### src/rtl/game_pkg.sv
// Shared game constants: FSM state encoding, screen geometry and sprite sizes,
// used by the pedestrian spawner and by the datapath x_max/y_max limits.
package game_pkg;

   typedef enum logic [1:0] {
      WAIT_SPAWN = 2'd0,
      WALK       = 2'd1,
      REQ        = 2'd2,
      CHECK      = 2'd3
   } ped_state_t;

   localparam int SCREEN_W = 320;
   localparam int SCREEN_H = 240;

   localparam int CAR_SPRITE_W = 27;
   localparam int CAR_SPRITE_H = 48;
   localparam int PED_SPRITE_W = 10;
   localparam int PED_SPRITE_H = 17;

   // Rightmost spawn column keeps the pedestrian on the road surface.
   localparam int ROAD_RIGHT_MARGIN = 50;

endpackage

### src/rtl/lfsr9.sv
// 9-bit Fibonacci LFSR, polynomial x^9+x^5+1, advancing every clock.
// Loads seed on reset; shared by the pedestrian and traffic sources.
module lfsr9 (
   input  logic       clock,
   input  logic       reset,
   input  logic [8:0] seed,
   output logic [8:0] q
);

   always_ff @(posedge clock or posedge reset) begin
      if (reset) begin
         q <= seed;
      end else begin
         q <= {q[7:0], q[8] ^ q[4]};
      end
   end

endmodule

### src/rtl/ped_spawner.sv
// Pedestrian source: spawns at a pseudo-random column, walks down, requests each
// redraw via move_p/move_ack and reports car hit or bottom miss. PED_SCORE_EN adds score/lives.
module ped_spawner
   import game_pkg::*;
#(
   parameter int         STEP_TICKS  = 2000,
   parameter int         SPAWN_DELAY = 50000,
   parameter int         X_MIN       = 40,
   parameter int         X_MAX       = SCREEN_W - ROAD_RIGHT_MARGIN,
   parameter int         Y_START     = 0,
   parameter int         Y_END       = SCREEN_H - PED_SPRITE_H,
   parameter int         STEP_PX     = 1,
   parameter int         PED_W       = PED_SPRITE_W,
   parameter int         PED_H       = PED_SPRITE_H,
   parameter int         CAR_W       = CAR_SPRITE_W,
   parameter int         CAR_H       = CAR_SPRITE_H,
   parameter logic [8:0] LFSR_SEED   = 9'h1A5
) (
   input  logic       clock,
   input  logic       reset,
   input  logic       enable,
   input  logic       move_ack,
   input  logic [8:0] car_x,
   input  logic [7:0] car_y,
   output logic [8:0] p_x,
   output logic [7:0] p_y,
   output logic       move_p,
   output logic       active,
   output logic       hit,
   output logic       miss
`ifdef PED_SCORE_EN
   ,
   output logic [7:0] score,
   output logic [1:0] lives
`endif
);

   localparam int SPAWN_W = $clog2(SPAWN_DELAY + 1);
   localparam int STEP_W  = $clog2(STEP_TICKS + 1);
   localparam logic [SPAWN_W-1:0] SPAWN_LAST = SPAWN_W'(SPAWN_DELAY - 1);
   localparam logic [STEP_W-1:0]  STEP_LAST  = STEP_W'(STEP_TICKS - 1);

   ped_state_t         state_reg;
   logic [SPAWN_W-1:0] spawn_cnt_reg;
   logic [STEP_W-1:0]  step_cnt_reg;
   logic [8:0]         lfsr_q;
   logic               lfsr_unused_msb;
   logic [9:0]         spawn_sum;
   logic [8:0]         spawn_x;
   logic [9:0]         px_w, py_w, cx_w, cy_w, y_next;
   logic               overlap;
   logic               spawn_allowed;

   lfsr9 u_lfsr (
      .clock (clock),
      .reset (reset),
      .seed  (LFSR_SEED),
      .q     (lfsr_q)
   );

   assign lfsr_unused_msb = lfsr_q[8];

   // Only the low byte picks the column; overshoot is clamped to the right edge.
   assign spawn_sum = 10'(X_MIN) + {2'b00, lfsr_q[7:0]};
   assign spawn_x   = (spawn_sum > 10'(X_MAX)) ? 9'(X_MAX) : spawn_sum[8:0];

   assign px_w   = {1'b0, p_x};
   assign py_w   = {2'b00, p_y};
   assign cx_w   = {1'b0, car_x};
   assign cy_w   = {2'b00, car_y};
   assign y_next = py_w + 10'(STEP_PX);

   // Half-open box intersection; 10-bit sums cannot wrap for 9/8-bit positions.
   assign overlap = (px_w < cx_w + 10'(CAR_W)) && (cx_w < px_w + 10'(PED_W)) &&
                    (py_w < cy_w + 10'(CAR_H)) && (cy_w < py_w + 10'(PED_H));

`ifdef PED_SCORE_EN
   assign spawn_allowed = (lives != 2'd0);
`else
   assign spawn_allowed = 1'b1;
`endif

   always_ff @(posedge clock or posedge reset) begin
      if (reset) begin
         state_reg     <= WAIT_SPAWN;
         spawn_cnt_reg <= '0;
         step_cnt_reg  <= '0;
         p_x           <= 9'(X_MIN);
         p_y           <= 8'(Y_START);
         move_p        <= 1'b0;
         active        <= 1'b0;
         hit           <= 1'b0;
         miss          <= 1'b0;
`ifdef PED_SCORE_EN
         score         <= 8'd0;
         lives         <= 2'd3;
`endif
      end else begin
         hit  <= 1'b0;
         miss <= 1'b0;
         case (state_reg)
            WAIT_SPAWN: begin
               if (enable && spawn_allowed) begin
                  if (spawn_cnt_reg == SPAWN_LAST) begin
                     spawn_cnt_reg <= '0;
                     p_x           <= spawn_x;
                     p_y           <= 8'(Y_START);
                     active        <= 1'b1;
                     state_reg     <= REQ;
                  end else begin
                     spawn_cnt_reg <= spawn_cnt_reg + SPAWN_W'(1);
                  end
               end
            end
            WALK: begin
               if (enable) begin
                  if (step_cnt_reg == STEP_LAST) begin
                     step_cnt_reg <= '0;
                     if (y_next > 10'(Y_END)) begin
                        miss          <= 1'b1;
                        active        <= 1'b0;
                        spawn_cnt_reg <= '0;
                        state_reg     <= WAIT_SPAWN;
`ifdef PED_SCORE_EN
                        if (lives != 2'd0) lives <= lives - 2'd1;
`endif
                     end else begin
                        p_y       <= y_next[7:0];
                        state_reg <= REQ;
                     end
                  end else begin
                     step_cnt_reg <= step_cnt_reg + STEP_W'(1);
                  end
               end
            end
            REQ: begin
               // An ack only counts once the request is actually visible.
               if (move_p && move_ack) begin
                  move_p    <= 1'b0;
                  state_reg <= CHECK;
               end else begin
                  move_p <= 1'b1;
               end
            end
            CHECK: begin
               if (overlap) begin
                  hit           <= 1'b1;
                  active        <= 1'b0;
                  spawn_cnt_reg <= '0;
                  state_reg     <= WAIT_SPAWN;
`ifdef PED_SCORE_EN
                  if (score != 8'd255) score <= score + 8'd1;
`endif
               end else begin
                  step_cnt_reg <= '0;
                  state_reg    <= WALK;
               end
            end
            default: state_reg <= WAIT_SPAWN;
         endcase
      end
   end

endmodule

### config.mk
export PLATFORM = sky130hd
export DESIGN_NAME = ped_spawner
export DESIGN_NICKNAME = d
export VERILOG_FILES = /design/src/rtl/game_pkg.sv /design/src/rtl/lfsr9.sv /design/src/rtl/ped_spawner.sv
export SDC_FILE = /design/constraint.sdc
export NUM_CORES = 1
export LEC_CHECK = 0
export ABC_AREA = 1
export BUFFER_PORTS_ARGS = -buffer_cell sky130_fd_sc_hd__buf_2
export CORE_UTILIZATION = 55
export DETAILED_ROUTE_END_ITERATION = 7
export GPL_TIMING_DRIVEN = 0
export PLACE_DENSITY = 0.85
export SLEW_MARGIN = 10
export SYNTH_ARGS = -nofsm -noshare
export SYNTH_HDL_FRONTEND = slang
export SYNTH_SLANG_ARGS = --single-unit
### constraint.sdc
create_clock -name clock -period 2.31 [get_ports clock]
set_clock_uncertainty 0.05 [all_clocks]
set_input_delay 0.231 -clock clock [delete_from_list [all_inputs] [get_ports clock]]
set_output_delay 0.231 -clock clock [all_outputs]
set_load 0.01 [all_outputs]
Word-level counts from Yosys, hierarchy flattened

Index checks and enable logic that the tools add are counted.

Input bits: 21
Flip-flop bits (word level): 59
Output and inout port bits: 21
Logic and storage cells: 93

Order comparisons: 6
Reduce and logical (&&, ||, !) cells: 14
Multiplexer cells: 40
Equality and inequality tests: 14
Add/subtract/negate cells: 8
Bitwise logic cells: 1

Operator list:

| kind                  | count |
|---|---|
| $mux 16               | 6 |
| $pmux 16 s3           | 1 |
| $mux 8                | 5 |
| $mux 11               | 3 |
| $pmux 11 s2           | 1 |
| $lt 9x10->1           | 2 |
| $lt 8x9->1            | 2 |
| $ne 2x2->1 const B    | 9 |
| $add 16x1->16 const B | 1 |
| $eq 16x16->1 const B  | 1 |
| $pmux 8 s2            | 1 |
| $mux 1                | 14 |
| $mux 2                | 6 |
| $reduce_and 6->1      | 2 |
| $add 11x1->11 const B | 1 |
| $eq 11x11->1 const B  | 1 |
| $add 9x4->10 const B  | 1 |
| $add 9x5->10 const B  | 1 |
| $add 6x8->9 const A   | 1 |
| $add 8x1->9 const B   | 1 |
| $add 8x5->9 const B   | 1 |
| $add 8x6->9 const B   | 1 |
| $gt 9x8->1 const B    | 1 |
| $gt 9x9->1 const B    | 1 |
| 13 further kinds      | 19 |

Logic depth before layout (Yosys ltp)

Word-level depth: 7
Mapped depth: 21

Worst setup path before layout

Ideal clock, no wire load.

Path type: reg-to-reg
Start: reg p_x[1]
End: reg spawn_cnt_reg[6]
Buffers on the path: 1
Setup slack: -0.221 ns
Data arrival time: 2.364 ns
Clock period less this slack: 2.531 ns
Cell stages (with the launch flop): 19
Cells stage by stage: dfrtp_1 > ha_1 > nor2_1 > nor2_2 > nand3_1 > xor2_1 > ha_1 > a21o_1 > nand3_1 > nand2_1 > nor2_1 > nand2_1 > nor2_2 > nand3_1 > nand2_2 > nand3_4 > buf_6 > nand2_1 > nand2_1

Word-level cells in the longest chain between the ends: 7
Elaborated cells on any way between the ends: 8

RTL lines:

| what                              | line               | source |
|---|---|---|
| from (decl)                       | ped_spawner.sv:25  | `output logic [8:0] p_x,` |
| from (signal assigned)            | ped_spawner.sv:88  | `p_x <= 9'(X_MIN);` |
| from (signal assigned)            | ped_spawner.sv:106 | `p_x <= spawn_x;` |
| $add 9x4->10                      | ped_spawner.sv:74  | `assign overlap = (px_w < cx_w + 10'(CAR_W)) && (cx_w < px_w + 10'(PED_W)) &&` |
| $lt 9x10->1                       | ped_spawner.sv:74  |  |
| $logic_and 1x1->1 * (2 in series) | ped_spawner.sv:74  |  |
| $logic_and 1x1->1 *               | ped_spawner.sv:75  | `(py_w < cy_w + 10'(CAR_H)) && (cy_w < py_w + 10'(PED_H));` |
| $ne 2x2->1 (no line) *            | --                 |  |
| $reduce_and 6->1 (no line) *      | --                 |  |
| to (signal assigned)              | ped_spawner.sv:111 | `spawn_cnt_reg <= spawn_cnt_reg + SPAWN_W'(1);` |
| to (decl)                         | ped_spawner.sv:44  | `logic [SPAWN_W-1:0] spawn_cnt_reg;` |

Every way passes the cells marked *; elsewhere a longest branch is shown, timed or not.
A chain may end at the register's enable or synchronous reset.

Worst setup path after layout

Start: reg p_y[0]
End: reg spawn_cnt_reg[1]

Word-level cells in the longest chain between the ends: 5
Elaborated cells on any way between the ends: 10

RTL lines:

| what                                            | line                                 | source |
|---|---|---|
| from (decl)                                     | ped_spawner.sv:26                    | `output logic [7:0] p_y,` |
| from (signal assigned)                          | ped_spawner.sv:89                    | `p_y <= 8'(Y_START);` |
| from (signal assigned)                          | ped_spawner.sv:107                   | `p_y <= 8'(Y_START);` |
| from (signal assigned)                          | ped_spawner.sv:128                   | `p_y <= y_next[7:0];` |
| $add 8x5->9 or $lt 8x9->1 (tied branches)       | ped_spawner.sv:75                    |  |
| $lt 8x9->1 or $logic_and 1x1->1 (tied branches) | ped_spawner.sv:75, ped_spawner.sv:74 |  |
| $logic_and 1x1->1                               | ped_spawner.sv:75                    |  |
| $ne 2x2->1 (no line)                            | --                                   |  |
| $reduce_and 6->1 (no line) *                    | --                                   |  |

Marked as above.

==> reports/qor.tcl <==
set qor(result_of_the_run) {complete, but fails checks}
set qor(violations_in_the_final_reports) {setup timing}
set qor(power.ir.vdd_worst_uv) 354
set qor(clock_latency_ns) 0.35
set qor(post-synth-top-area-fraction) 0.289
set qor(final-hold-violation-count) 0
set qor(timing.hold.worst.start) {move_ack}
set qor(finalWorstSetupSlack_ns) -0.400
set qor(crit_path_top_delay_cell) {sky130_fd_sc_hd__dfrtp_2}
set qor(post_synth.cell_area_avg_um2) 7.35
set qor(total_design_power_mw) 2.46
set qor(wire_per_inst_um) 14.2
set qor(switching_power_uw) 698
set qor(seqPwrFrac) 0.458
set qor(fin_nets) 754
set qor(post-route-min-period_ns) 2.71
set qor(number_of_top_level_design_ports) 42
set qor(detailed_routing_iteration_count_for_the_pre_antenna_repair_pass) 6
set qor(hold_path_class) {primary input to flop}
set qor(postRouteWirelength_um) 11300
set qor(routabilityCongestion) 0.908
set qor(synth.most_common_cell) {sky130_fd_sc_hd__nand2_1}
set qor(p_sw_frac) 0.284
set qor(ant_nets) 0
set qor(worstPathMaxFanout) 7
set qor(std_cell_rows) 32
set qor(design.core.area_um2) 7810
set qor(synth_sequential_area_ratio) 0.330
set qor(globalRoute.totalOverflow) 0
set qor(max_cap_viol_count) 0
set qor(synth_cells) 612
set qor(ordered_cell_list_for_the_critical_path) {ha_2 -> nand3_2 -> nand2_1 -> nand2_1 -> xor2_1 -> ha_1 -> a21oi_1 -> nand3b_1 -> nand3_1 -> nor2_2 -> nand3_2 -> nand2_4 -> nand3_4 -> buf_6 -> nand2_2 -> nand2_1}
set qor(mappedNetlistArea_um2) 4500
set qor(cp_data_required_time_ns) 2.50
set qor(critPathTopFamily) {simple AND/OR/NAND/NOR gates}
set qor(grt_first_pass_wirelength_um) 18700
set qor(worst-slew-pin-transition_ns) 0.665
set qor(min_delay_worst_endpoint) {move_p}
set qor(cts.clk_slew.worst_paths_ns) 0.07
set qor(power.leakage_nw) 2.93
set qor(power.density_cell_area_nw_per_um2) 446
set qor(finalMaxSlewViolations) 0
set qor(synth_flop_cell) {sky130_fd_sc_hd__dfrtp_1}
set qor(finalCritPeriodShare) 1.17
set qor(synth_top_cell_by_area) {sky130_fd_sc_hd__dfrtp_1}
set qor(globalRouteTotalUtil) 0.271
set qor(drive_gt1_frac) 0.248
set qor(layout-area-overhead-vs-synth_pct) 22.3
set qor(final_core_util) 0.705
set qor(dp.final_hpwl_um) 7770
set qor(most_area_consuming_cells_after_synthesis) {sky130_fd_sc_hd__dfrtp_1 29%, sky130_fd_sc_hd__nand2_1 14%, sky130_fd_sc_hd__ha_1 12%, sky130_fd_sc_hd__inv_1 6.9%, sky130_fd_sc_hd__nand4_1 4.3%}
set qor(portBuffers) 41
set qor(vias) 4423
set qor(grt_max_degree) 31
set qor(worstReg2RegStart) {p_y[0]}
set qor(ys_ff_latch) 59
set qor(die_h_um) 92.4
set qor(timing.critical_path.depth) 16
set qor(root_buffer) {sky130_fd_sc_hd__clkbuf_8}
set qor(cts_tree) {yes}
set qor(critPathMostFrequentCell) {sky130_fd_sc_hd__nand2_1}
set qor(synth.net_count) 677
set qor(largest_reg_flops) 16
set qor(vias_in_the_first_global_route) 4407
set qor(worst_setup_path_start_kind) {flop}
set qor(rrSetupSlack_ns) -0.40
set qor(antenna_cells) 0
set qor(ctsLongestPathBuffers) 2
set qor(floorplan.initialDensity) 0.576
set qor(cts-buffers-inserted) 9
set qor(htree_levels) 3
set qor(internal_power_mw) 1.76
set qor(vias_per_cell) 5.56
set qor(final-setup-viol-count) 30
set qor(power.clock.fraction) 0.392
set qor(dr.max_layer_used) {met4}
set qor(path_buf_inv) 1
set qor(detailroute.wirelength.met2_um) 5780
set qor(synth_edf_count) 0
set qor(post_synth_num_cell_types) 39
set qor(area_of_the_die_um2) 8540
set qor(synth_common_cells) {170 x sky130_fd_sc_hd__nand2_1, 83 x sky130_fd_sc_hd__inv_1, 52 x sky130_fd_sc_hd__dfrtp_1}
set qor(crit_path_max_incr_delay_ns) 0.39
set qor(max_freq_ghz) 0.369
set qor(first_iter_violations) 323
set qor(timing.critical_path.arrival_ns) 2.90
set qor(wirelength_met1_um) 4700
set qor(drc_violations) 0
set qor(cts_sinks) 59
set qor(worstHoldPathCells) 4
set qor(rsz0062_at_grt) {true}
set qor(setup.worst_path.class) {flop to flop}
set qor(critical_path.reg2reg.endpoint) {spawn_cnt_reg[1]}
set qor(dp_worst_setup_slack_ns) -0.437
set qor(detailroute.wirelength.met3_um) 543
set qor(ys_warn_count) 0
set qor(power_frac_comb) 0.150
set qor(crit_path_end_kind) {flop}
set qor(postSynth.asyncResetShare) 1.00
set qor(die_w_um) 92.4
set qor(antenna_found_initial) 0
set qor(max_slew_margin) 0.556
set qor(worstRegToRegCells) 16
-- repair_timing --
item | in CTS | in global routing
setup endpoints to repair | 30 | 39
gates resized for setup | 28 | 49
hold endpoints to repair | 27 | 0
cloned | 3 | 1
buffers inserted | 6 | 13
pin swaps | 9 | 25
hold buffers | 1 | 0
-- worst max-delay path by stage --
| stage | start | endpoint | slack, ns |
|---|---|---|---|
| 2_1_floorplan | p_x[2] | spawn_cnt_reg[6] | -0.20 |
| 3_3_place_gp | p_y[0] | spawn_cnt_reg[0] | -0.38 |
| 3_5_place_dp | p_x[2] | spawn_cnt_reg[3] | -0.44 |
| 4_1_cts | p_x[2] | spawn_cnt_reg[8] | -0.40 |
| 5_1_grt | p_x[2] | spawn_cnt_reg[6] | -0.59 |
| 6_report | p_y[0] | spawn_cnt_reg[1] | -0.40 |
-- layout by cell type, fill, tap and decap left out, types with 19 or more instances in the layout --
master                      n
sky130_fd_sc_hd__nand2_1  145
sky130_fd_sc_hd__inv_1     79
sky130_fd_sc_hd__dfrtp_1   47
sky130_fd_sc_hd__nor2_1    42
sky130_fd_sc_hd__buf_2     42
sky130_fd_sc_hd__ha_1      42
sky130_fd_sc_hd__nand4_1   31
sky130_fd_sc_hd__nand3_1   30
sky130_fd_sc_hd__a21oi_1   23
sky130_fd_sc_hd__nand2_2   22
sky130_fd_sc_hd__xor2_1    20
sky130_fd_sc_hd__buf_4     19
-- power by group through the flow --
stage / Sequential [mW] / Combinational (mW) / Clock, mW
final: 1.13 / 0.367 / 0.963
after global routing: 1.13 / 0.428 / 1.02
after CTS: 1.12 / 0.334 / 0.975
after detailed placement: 1.14 / 0.326 / 0
after global placement: 1.13 / 0.302 / 0
after floorplan: 1.13 / 0.242 / 0
-- through the flow --
stage	hold WS, ns	cell area, µm²	setup TNS, ns	cells
2_1_floorplan	0.317	4520	-3.93	612
3_3_place_gp	0.323	4850	-15.90	755
3_5_place_dp	0.316	4870	-11.30	756
4_1_cts	0.168	5200	-9.98	782
5_1_grt	0.221	5500	-16.38	796
6_report	0.192	5500	-11.00	796
-- worst register-to-register path, delay by kind of cell, from the launching register on --
family,cells,cell delay (ns)
AND/OR/NAND/NOR,11,1.16
buffers and inverters,1,0.19
XOR/XNOR,1,0.17
flip-flops,1,0.39
adder cells (fa/ha/maj),2,0.49
AO/OA/AOI/OAI,1,0.14
-- layer usage --
metal | GRT usage | up-vias
met5 | 0 | -
met4 | 0.121 | 0
met3 | 0.0501 | 42
met2 | 0.483 | 159
met1 | 0.316 | 2059
li1 | - | 2163
-- cell type report --
| type | count | area (µm²) |
|---|---|---|
| multi-input cells | 458 | 2820 |
| fillers | 599 | 2300 |
| flip-flops and latches | 59 | 1490 |
| repair buffers | 66 | 444 |
| inverters | 85 | 324 |
| clock buffers | 10 | 138 |
| well taps | 102 | 128 |
| plain buffers | 10 | 96.3 |
| clock inverters | 6 | 63.8 |
-- cells by family (layout without fill, tap and decap cells) --
group,count (synthesis),count (layout),share of synthesized area
compound gates,70,70,0.0854
fa+ha+maj,44,44,0.122
flops,59,59,0.330
simple gates,318,318,0.320
xor+xnor,26,26,0.0523
buf+inv,95,177,0.0898
Note: power is estimated with default switching activity, not from simulation.
